===== config.mk =====
export PLATFORM = sky130hd
export DESIGN_NAME = split_bus_arbiter
export DESIGN_NICKNAME = d
export VERILOG_FILES = /design/src/rtl/split_bus_pkg.sv /design/src/rtl/rr_picker.sv /design/src/rtl/split_bus_arbiter.sv
export SDC_FILE = /design/constraint.sdc
export NUM_CORES = 1
export LEC_CHECK = 0
export ABC_AREA = 1
export BUFFER_PORTS_ARGS = -buffer_cell sky130_fd_sc_hd__buf_4
export CAP_MARGIN = 5
export CORE_AREA = 10 10 63 103
export CTS_CLUSTER_DIAMETER = 30
export CTS_CLUSTER_SIZE = 30
export DETAILED_ROUTE_END_ITERATION = 12
export DIE_AREA = 0 0 73 113
export GPL_TIMING_DRIVEN = 1
export PLACE_DENSITY = 0.69
export REMOVE_ABC_BUFFERS = 1
export SYNTH_ARGS = -nofsm -noshare
export SYNTH_HDL_FRONTEND = slang
export SYNTH_SLANG_ARGS = --single-unit

===== constraint.sdc =====
create_clock -name clk -period 2.2 [get_ports clk]
set_clock_uncertainty 0.2 [all_clocks]
set_input_delay 0.11 -clock clk [delete_from_list [all_inputs] [get_ports clk]]
set_output_delay 0.11 -clock clk [all_outputs]
set_load 0.01 [all_outputs]

===== src/rtl/split_bus_pkg.sv =====
// Shared encodings for the split-transaction bus arbiter: FSM states, slave
// select codes and small decode helpers.
package split_bus_pkg;

    typedef enum logic [2:0] {
        ST_IDLE    = 3'd0,
        ST_SEL     = 3'd1,
        ST_CHECK   = 3'd2,
        ST_CONNECT = 3'd3,
        ST_RELEASE = 3'd4
    } state_t;

    localparam logic [1:0] S1_SEL  = 2'd0;
    localparam logic [1:0] S2_SEL  = 2'd1;
    localparam logic [1:0] S3_SEL  = 2'd2;
    localparam logic [1:0] BAD_SEL = 2'd3;

    // Ready flag of the addressed slave; the invalid select never reads ready.
    function automatic logic sel_ready(input logic [1:0] sel, input logic [2:0] rdy);
        case (sel)
            S1_SEL:  return rdy[0];
            S2_SEL:  return rdy[1];
            S3_SEL:  return rdy[2];
            default: return 1'b0;
        endcase
    endfunction

    // Master index (0 = m1, 1 = m2) to one-hot {m2, m1}.
    function automatic logic [1:0] master_bit(input logic m);
        return m ? 2'b10 : 2'b01;
    endfunction

endpackage


===== src/rtl/rr_picker.sv =====
// Two-input round-robin pick, purely combinational: a lone requester wins,
// a tie goes to the master that was not granted last.
module rr_picker (
    input  logic [1:0] req,
    input  logic       last,
    output logic       valid,
    output logic       pick
);

    always_comb begin
        valid = |req;
        pick  = 1'b0;
        if (req == 2'b11) begin
            pick = ~last;
        end else begin
            pick = req[1];
        end
    end

endmodule


===== src/rtl/split_bus_arbiter.sv =====
// Two-master / three-slave serial bus arbiter with split transactions and a
// CONNECT watchdog; every output is a flop, one cycle behind the deciding edge.
module split_bus_arbiter
    import split_bus_pkg::*;
#(
    parameter int SEL_BITS = 2,
    parameter int TIMEOUT  = 1023,
    parameter int CW       = 10
) (
    input  logic       clk,
    input  logic       reset,
    input  logic       m1_request,
    input  logic       m1_address,
    input  logic       m1_address_valid,
    input  logic       m2_request,
    input  logic       m2_address,
    input  logic       m2_address_valid,
    input  logic       s1_ready,
    input  logic       s2_ready,
    input  logic       s3_ready,
    output logic       m1_grant,
    output logic       m2_grant,
    output logic       m1_available,
    output logic       m2_available,
    output logic       m1_split,
    output logic       m2_split,
    output logic       m1_error,
    output logic       m2_error,
    output logic [1:0] slave_sel,
    output logic       bus_ready_s1,
    output logic       bus_ready_s2,
    output logic       bus_ready_s3,
    output logic [2:0] state
);

    localparam int BCW = $clog2(SEL_BITS + 1);

    state_t           state_q, state_d;
    logic             owner_q, owner_d;
    logic             last_q, last_d;
    logic [BCW-1:0]   bit_cnt_q, bit_cnt_d;
    logic [CW-1:0]    wd_q, wd_d;
    logic [1:0]       sel_q, sel_d;
    logic             split_pend_q, split_pend_d;
    logic             split_m_q, split_m_d;
    logic [1:0]       split_s_q, split_s_d;

    logic [1:0]       grant_q, grant_d;
    logic [1:0]       avail_q, avail_d;
    logic [1:0]       split_q, split_d;
    logic [1:0]       err_q, err_d;
    logic [2:0]       bready_q, bready_d;

    logic [1:0]       req, av, ad, mask;
    logic [2:0]       rdy;
    logic             own_req, own_av, own_ad;
    logic             pick_vld, pick;
    logic             on_bus, connected;

    assign req     = {m2_request, m1_request};
    assign av      = {m2_address_valid, m1_address_valid};
    assign ad      = {m2_address, m1_address};
    assign rdy     = {s3_ready, s2_ready, s1_ready};
    assign own_req = req[owner_q];
    assign own_av  = av[owner_q];
    assign own_ad  = ad[owner_q];

    // A parked (split) master does not compete until its slave frees up.
    assign mask = split_pend_q ? master_bit(split_m_q) : 2'b00;

    rr_picker u_rr (
        .req   (req & ~mask),
        .last  (last_q),
        .valid (pick_vld),
        .pick  (pick)
    );

    always_comb begin
        state_d      = state_q;
        owner_d      = owner_q;
        last_d       = last_q;
        bit_cnt_d    = bit_cnt_q;
        wd_d         = wd_q;
        sel_d        = sel_q;
        split_pend_d = split_pend_q;
        split_m_d    = split_m_q;
        split_s_d    = split_s_q;
        err_d        = 2'b00;

        case (state_q)
            ST_IDLE: begin
                if (split_pend_q && !req[split_m_q]) begin
                    split_pend_d = 1'b0;
                end
                // Resuming a split transfer beats fresh arbitration and skips SEL.
                if (split_pend_q && req[split_m_q] && sel_ready(split_s_q, rdy)) begin
                    split_pend_d = 1'b0;
                    owner_d      = split_m_q;
                    sel_d        = split_s_q;
                    wd_d         = '0;
                    state_d      = ST_CONNECT;
                end else if (pick_vld) begin
                    owner_d   = pick;
                    bit_cnt_d = '0;
                    state_d   = ST_SEL;
                end
            end

            ST_SEL: begin
                if (!own_req) begin
                    state_d = ST_IDLE;
                end else if (own_av) begin
                    sel_d     = {sel_q[0], own_ad};
                    bit_cnt_d = bit_cnt_q + BCW'(1);
                    if (bit_cnt_q == BCW'(SEL_BITS - 1)) begin
                        state_d = ST_CHECK;
                    end
                end
            end

            ST_CHECK: begin
                if (sel_q == BAD_SEL) begin
                    err_d   = master_bit(owner_q);
                    state_d = ST_RELEASE;
                end else if (sel_ready(sel_q, rdy)) begin
                    wd_d    = '0;
                    state_d = ST_CONNECT;
                end else if (!split_pend_q) begin
                    split_pend_d = 1'b1;
                    split_m_d    = owner_q;
                    split_s_d    = sel_q;
                    state_d      = ST_RELEASE;
                end else if (!own_req) begin
                    state_d = ST_RELEASE;
                end
            end

            ST_CONNECT: begin
                if (!own_req) begin
                    state_d = ST_RELEASE;
                end else if (wd_q == CW'(TIMEOUT)) begin
                    err_d   = master_bit(owner_q);
                    state_d = ST_RELEASE;
                end else begin
                    wd_d = wd_q + CW'(1);
                end
            end

            ST_RELEASE: begin
                last_d  = owner_q;
                state_d = ST_IDLE;
            end

            default: begin
                state_d = ST_IDLE;
            end
        endcase
    end

    // Output flops are loaded from the decoded next state.
    always_comb begin
        on_bus    = (state_d == ST_SEL) || (state_d == ST_CHECK) || (state_d == ST_CONNECT);
        connected = (state_d == ST_CONNECT);
        grant_d   = on_bus    ? master_bit(owner_d) : 2'b00;
        avail_d   = connected ? master_bit(owner_d) : 2'b00;
        bready_d  = connected ? (3'b001 << sel_d) : 3'b000;
        split_d   = split_pend_d ? master_bit(split_m_d) : 2'b00;
    end

    always_ff @(posedge clk) begin
        if (reset) begin
            state_q      <= ST_IDLE;
            owner_q      <= 1'b0;
            last_q       <= 1'b1;
            bit_cnt_q    <= '0;
            wd_q         <= '0;
            sel_q        <= 2'b00;
            split_pend_q <= 1'b0;
            split_m_q    <= 1'b0;
            split_s_q    <= 2'b00;
            grant_q      <= 2'b00;
            avail_q      <= 2'b00;
            split_q      <= 2'b00;
            err_q        <= 2'b00;
            bready_q     <= 3'b000;
        end else begin
            state_q      <= state_d;
            owner_q      <= owner_d;
            last_q       <= last_d;
            bit_cnt_q    <= bit_cnt_d;
            wd_q         <= wd_d;
            sel_q        <= sel_d;
            split_pend_q <= split_pend_d;
            split_m_q    <= split_m_d;
            split_s_q    <= split_s_d;
            grant_q      <= grant_d;
            avail_q      <= avail_d;
            split_q      <= split_d;
            err_q        <= err_d;
            bready_q     <= bready_d;
        end
    end

    assign m1_grant     = grant_q[0];
    assign m2_grant     = grant_q[1];
    assign m1_available = avail_q[0];
    assign m2_available = avail_q[1];
    assign m1_split     = split_q[0];
    assign m2_split     = split_q[1];
    assign m1_error     = err_q[0];
    assign m2_error     = err_q[1];
    assign slave_sel    = sel_q;
    assign bus_ready_s1 = bready_q[0];
    assign bus_ready_s2 = bready_q[1];
    assign bus_ready_s3 = bready_q[2];
    assign state        = state_q;

endmodule


## Word level (Yosys, flattened, before mapping)

Cells that the tools add are included.

| storage, ports and cells | value |
|---|---|
| input bits | 11 |
| word-level logic and storage cells | 132 |
| flip-flop bits (word level) | 34 |
| output and inout port bits | 16 |

| cells by class | value |
|---|---|
| muxes and demuxes | 62 |
| shift-type cells | 1 |
| magnitude comparators | 2 |
| eq/ne operators | 24 |
| bitwise gates (word level) | 9 |
| add/subtract/negate cells | 2 |
| reduce and logical (&&, ||, !) cells | 18 |

Operators by type and width:

| cell | count |
|---|---|
| two-way mux 10 bit | 5 |
| two-way mux 3 bit | 11 |
| two-way mux 2 bit | 15 |
| one-hot mux 10 bit (3 select lines) | 1 |
| two-way mux 1 bit | 23 |
| != test 2 bit (second input constant) | 9 |
| equality test 3 x 2 -> 1 bit (second input constant) | 4 |
| one-hot mux 2 bit (2 select lines) | 3 |
| one-hot mux 3 bit (4 select lines) | 1 |
| adder 10 x 1 -> 10 bit (second input constant) | 1 |
| equality test 10 bit (second input constant) | 1 |
| equality test 2 bit (second input constant) | 4 |
| OR reduction 2 bit | 4 |
| inverter 1 bit | 7 |
| equality test 2 x 1 -> 1 bit (second input constant) | 3 |
| equality test 3 x 1 -> 1 bit (second input constant) | 2 |
| one-hot mux 1 bit (3 select lines) | 2 |
| AND reduction 6 bit | 1 |
| AND reduction 5 bit | 1 |
| logical NOT 2 bit | 2 |
| less-than comparator 1 x 2 -> 1 bit (second input constant) | 2 |
| AND reduction 4 bit | 1 |
| equality test 3 bit (second input constant) | 1 |
| logical AND 1 bit | 3 |
| 10 further kinds | 11 |

## Depth between registers and ports, before layout

| depth | value |
|---|---|
| word-level depth | 13 |
| mapped depth | 11 |
| mapped depth without buffers | 11 |

## By module

Synthesis repeated with hierarchy kept, for this count alone.

| second synthesis, totals | value |
|---|---|
| cells, all modules | 279 |
| area total of the unflattened synthesis | 1851.8 sq um |

By module, submodules not included:

| module | area each (sq um) | cells each | instances | sequential area each (sq um) |
|---|---|---|---|---|
| split_bus_arbiter | 1836.8 | 276 | 1 | 680.7 |
| rr_picker | 15.0 | 3 | 1 | 0.0 |

## Worst setup path before layout

No wires, ideal clock.

| path | value |
|---|---|
| path kind | register to register |
| start point | register wd_q[0] |
| end point | register wd_q[1] |
| setup time | 116 ps |
| arrival time | 1456 ps |
| required time | 1884 ps |
| path buffers | 1 |
| path slack | 428 ps |
| stages on the path, launching flop included | 10 |
| period minus slack after synthesis | 1772 ps |
| cell sequence | dfxtp_1 -> ha_1 -> nand3_1 -> nor2_1 -> nand3_1 -> nand3_1 -> nor2_2 -> buf_4 -> o21ai_0 -> nor2_1 |

| between the ends | value |
|---|---|
| longest elaborated chain between the ends | 4 |
| elaborated cells on any way between the ends | 7 |
| those cells by class | 1 x add/sub; 2 x eq/ne; 3 x mux; 1 x reduce/logical |

Ends and longest elaborated chain:

| what | RTL line | source |
|---|---|---|
| start: declaration | split_bus_arbiter.sv:42 | `logic [CW-1:0] wd_q, wd_d;` |
| start signal: assignment | split_bus_arbiter.sv:191 | `wd_q <= wd_d;` |
| adder 10 x 1 -> 10 bit | split_bus_arbiter.sv:145 | `wd_d = wd_q + CW'(1);` |
| two-way mux 10 bit | split_bus_arbiter.sv:141 | `end else if (wd_q == CW'(TIMEOUT)) begin` |
| two-way mux 10 bit | split_bus_arbiter.sv:139 | `if (!own_req) begin` |
| one-hot mux 10 bit (3 select lines) | split_bus_arbiter.sv:90 | `case (state_q)` |

Several ways; a longest one is shown, not always the timed one. The select of a mux whose other input is x is not followed.
A chain may end at the register's enable or synchronous reset.

## Final worst setup path

Same ends and word-level chain as after synthesis.

==> impl_results.md <==
- # diodes: 0
- CTS root buf: clkbuf_8
- Number of enable flip-flop cells after synthesis: 0
- Die Area: 8249 um^2
- HPWL after DPL: just under 4000 um
- H-tree levels: 2
- F_max: just over 500 MHz
- CTS buffer count: 5
- Kind of critical path: reg2reg
- Layout Nets: 341
- Placed insts: 370
- Sw power: about 0.00038 W
- Die height: ~110 um
- Maximum clock path buffer count: 2
- Placer Congestion: between 0.8 and 0.9
- Layout fillers: about 530
- Initial antenna violation count: 0
- Setup crit start: wd_q[0]$_SDFFE_PP0P_
- Clock power share: 0.354
- Post-synthesis area per instance: 6.243 um^2
- Overflow after GRT: 0
- Share of cells above drive strength 1: 0.1641
- Via Count: between 1.5k and 2k
- Xor/xnor share of the synthesized area: 0.02853
- Worst reg2reg setup slack: ~250 ps
- Slew @ Worst Pin: 434.9 ps
- Final WL: ~5000 um
- Sw frac: 0.2813
- DRC violations left: 0
- Design area: between 2000 and 2500 um^2
- Combinational power share: 0.159
- Setup Buffers After CTS: 0
- Final Hold Viols: 0
- CP delay by family, top: simple AND/OR/NAND/NOR gates
- Mapped Area: ~1800 um^2
- Maximum number of pins on one net before global-route repair: 18
- Synth unique cells: 25
- CTS tree: yes
- Crit share post-route: 0.8861
- Core area: roughly 4700 um^2
- Finished Layout Cells: ~380
- Global-route wire length before repair: slightly above 8000 um
- Buffers on Ports: 26
- Outcome: completed
- Row cnt: 33
- Starting Density: 0.3913
- Crit Reg-Reg Startpoint: wd_q[0]$_SDFFE_PP0P_
- Async SR Flop Fraction: 0
- Setup crit start kind: register
- Final setup violation count: 0
- Final Slew Violations: 0
- Reg2reg path depth: 9
- WP data required: 2170 ps
- Int Power: approximately 0.00097 W
- CP max-delay cell: nor2_2
- CTS clk-pin slew, worst paths: 60 ps
- Crit path DAT: 1920 ps
- Vias per Instance: 5.042
- Count of buffer and inverter cells on the critical path: 0
- Drt first-iter violations: 98
- Peak VDD IR: 0.0004305 V
- Slowest Stage Delay on Critical Path: about 380 ps
- Ys flop type: dfxtp_1
- Cell count after synthesis: around 300
- Placed inst area: about 2100 um^2
- Hold crit path type: in2reg
- Compound-Gate Fraction of Synth Area: 0.08220
- Worst-Skew Late Latency: slightly below 300 ps
- Clk sinks: 34
- Vias in the first global route: ~1.9k
- Total power: approximately 0.0013 W
- Synth Register Bits: 34
- TNS Setup: 0 ps
- CP max FO: 12
- DIE WIDTH: about 73 um
- Worst Hold Path EP: slave_sel[0]$_SDFF_PP0_
- Adder-cell share of the synthesized area: 0.01359
- HP Start: m1_address
- Mux cell area share after synthesis: 0
- Crit. End Element: register
- Post-Synth Simple-Gate Area: 0.4239
- Register area share after synthesis: 0.3696
- Overall Global Routing Usage: 0.1227
- CP most frequent cell: nand3_1
- P&R area growth vs syn: 20.45%
- Wirelength per Cell: about 13 um
- Final worst path period need: a little under 2000 ps
- R2r endpoint: wd_q[1]$_SDFFE_PP0P_
- Cell Chain, Critical Path: ha_1, nand3_1, nor2_1, nand3_1, nand3_1, nor2_2, nand2_1, o21ai_0, nor2_1
- Lkg Pwr: a little over 1 nW
- Rel. slew slack: 0.7097
- First drt pass iteration count: 4
- Share of power burned in registers: 0.488
- Number of synthesis warnings: 0
- Hold Crit Depth: 7
- Power per cell area: a little over 600 nW/um^2
- IO Count: 27
- Largest family of logic cells by synthesized area: simple AND/OR/NAND/NOR gates
- Routed Antenna Nets: 0
- Maxcap violations: 0
[cells in the mapped netlist (3+ instances only)]
cell	instances	share of area
nand2_1	97	0.20
nor2_1	49	0.10
dfxtp_1	34	0.37
nand3_1	27	0.073
inv_1	26	0.053
a21oi_1	13	0.035
o21ai_0	8	0.022
inv_2	7	0.014
nor2_2	7	0.024
nand3_2	3	0.016
xnor2_1	3	0.014
xor2_1	3	0.014
[through the flow]
step | worst slack [ps] | util | hold slack (ps)
final | 250.6 | 0.4713 | 186.3
after global routing | -17.97 | 0.4713 | 281.6
after CTS | 225.0 | 0.4697 | 175.6
after detailed placement | 236.0 | 0.4439 | 218.8
after global placement | 300.4 | 0.4439 | 216.3
after floorplan | 465.4 | - | -20.93
[worst max path at each step]
stage,to,slack [ps],cells past startpoint
finish,wd_q[1]$_SDFFE_PP0P_,250,9
global route,bready_q[0]$_SDFF_PP0_,-20,10
CTS,avail_q[0]$_SDFF_PP0_,230,10
detailed placement,avail_q[0]$_SDFF_PP0_,240,10
global placement,wd_q[1]$_SDFFE_PP0P_,300,9
floorplan,wd_q[1]$_SDFFE_PP0P_,470,9
[cell families after synthesis]
kind of cell,Yosys count
AO/OA/AOI/OAI,27
flip-flops,34
XOR/XNOR,6
AND/OR/NAND/NOR,187
adder cells (fa/ha/maj),2
buffers and inverters,39
[metal layers]
metal | track usage | part of all wire
met5 | 0 | 0
met4 | 0.09542 | 0.070
met3 | 0.02975 | 0.034
met2 | 0.2130 | 0.52
met1 | 0.1173 | 0.37
[cell usage in the layout, fill, tap and decap left out, types with 2 or more instances in the layout]
master,netlist,final
a211oi_1,2,2
dfxtp_1,34,34
xor2_1,3,3
inv_2,7,7
nand3_2,3,2
dlygate4sd3_1,0,3
inv_1,26,26
nor2_2,7,7
ha_1,2,2
clkinv_1,2,2
nor2_1,49,49
nand2_2,2,2
a21oi_1,13,13
clkbuf_8,0,6
buf_4,1,27
nand2_1,97,97
xnor2_1,3,3
o21ai_0,8,8
nand3_1,27,27
[flip-flops by register name, summed over array words and instances (netlist names)]
name,count
state,3
last_q,1
grant_q,2
wd_q,10
split_pend_q,1
err_q,2
split_s_q,2
bready_q,3
split_q,2
owner_q,1
avail_q,2
bit_cnt_q,2
split_m_q,1
slave_sel,2
[repair_timing]
item / in CTS / in global routing
endpoints found under the setup margin: 0 / 1
resized for setup: 0 / 1
hold endpoints to repair: 17 / 0
hold buffers: 3 / 0
[power by group through the flow]
| stage | Combinational [W] | Clock, W | Sequential [W] |
|---|---|---|---|
| finish | 0.000213 | 0.000475 | 0.000655 |
| global route | 0.000244 | 0.000502 | 0.000659 |
| CTS | 0.000212 | 0.000479 | 0.000655 |
| detailed placement | 0.000207 | 0 | 0.000669 |
| global placement | 0.000205 | 0 | 0.000669 |
| floorplan | 0.000122 | 0 | 0.000671 |
[worst reg2reg max path, cell delays in order, from the launching register on]
cell and delay (ps):
dfxtp_1 340, ha_1 230, nand3_1 140, nor2_1 90
nand3_1 120, nand3_1 90, nor2_2 380, nand2_1 90
o21ai_0 100, nor2_1 60
[cell type report]
class | instances | area (um^2) | area share
inverters | 35 | 131.4 | 0.05922
multi-input cells | 222 | 1017 | 0.4585
clock buffers | 7 | 86.33 | 0.03892
well taps | 52 | 65.06 | 0.02933
flip-flops and latches | 34 | 680.7 | 0.3068
clock inverters | 1 | 5.005 | 0.002256
repair buffers | 30 | 232.7 | 0.1049
No activity file was read; power rests on OpenSTA's default activity.
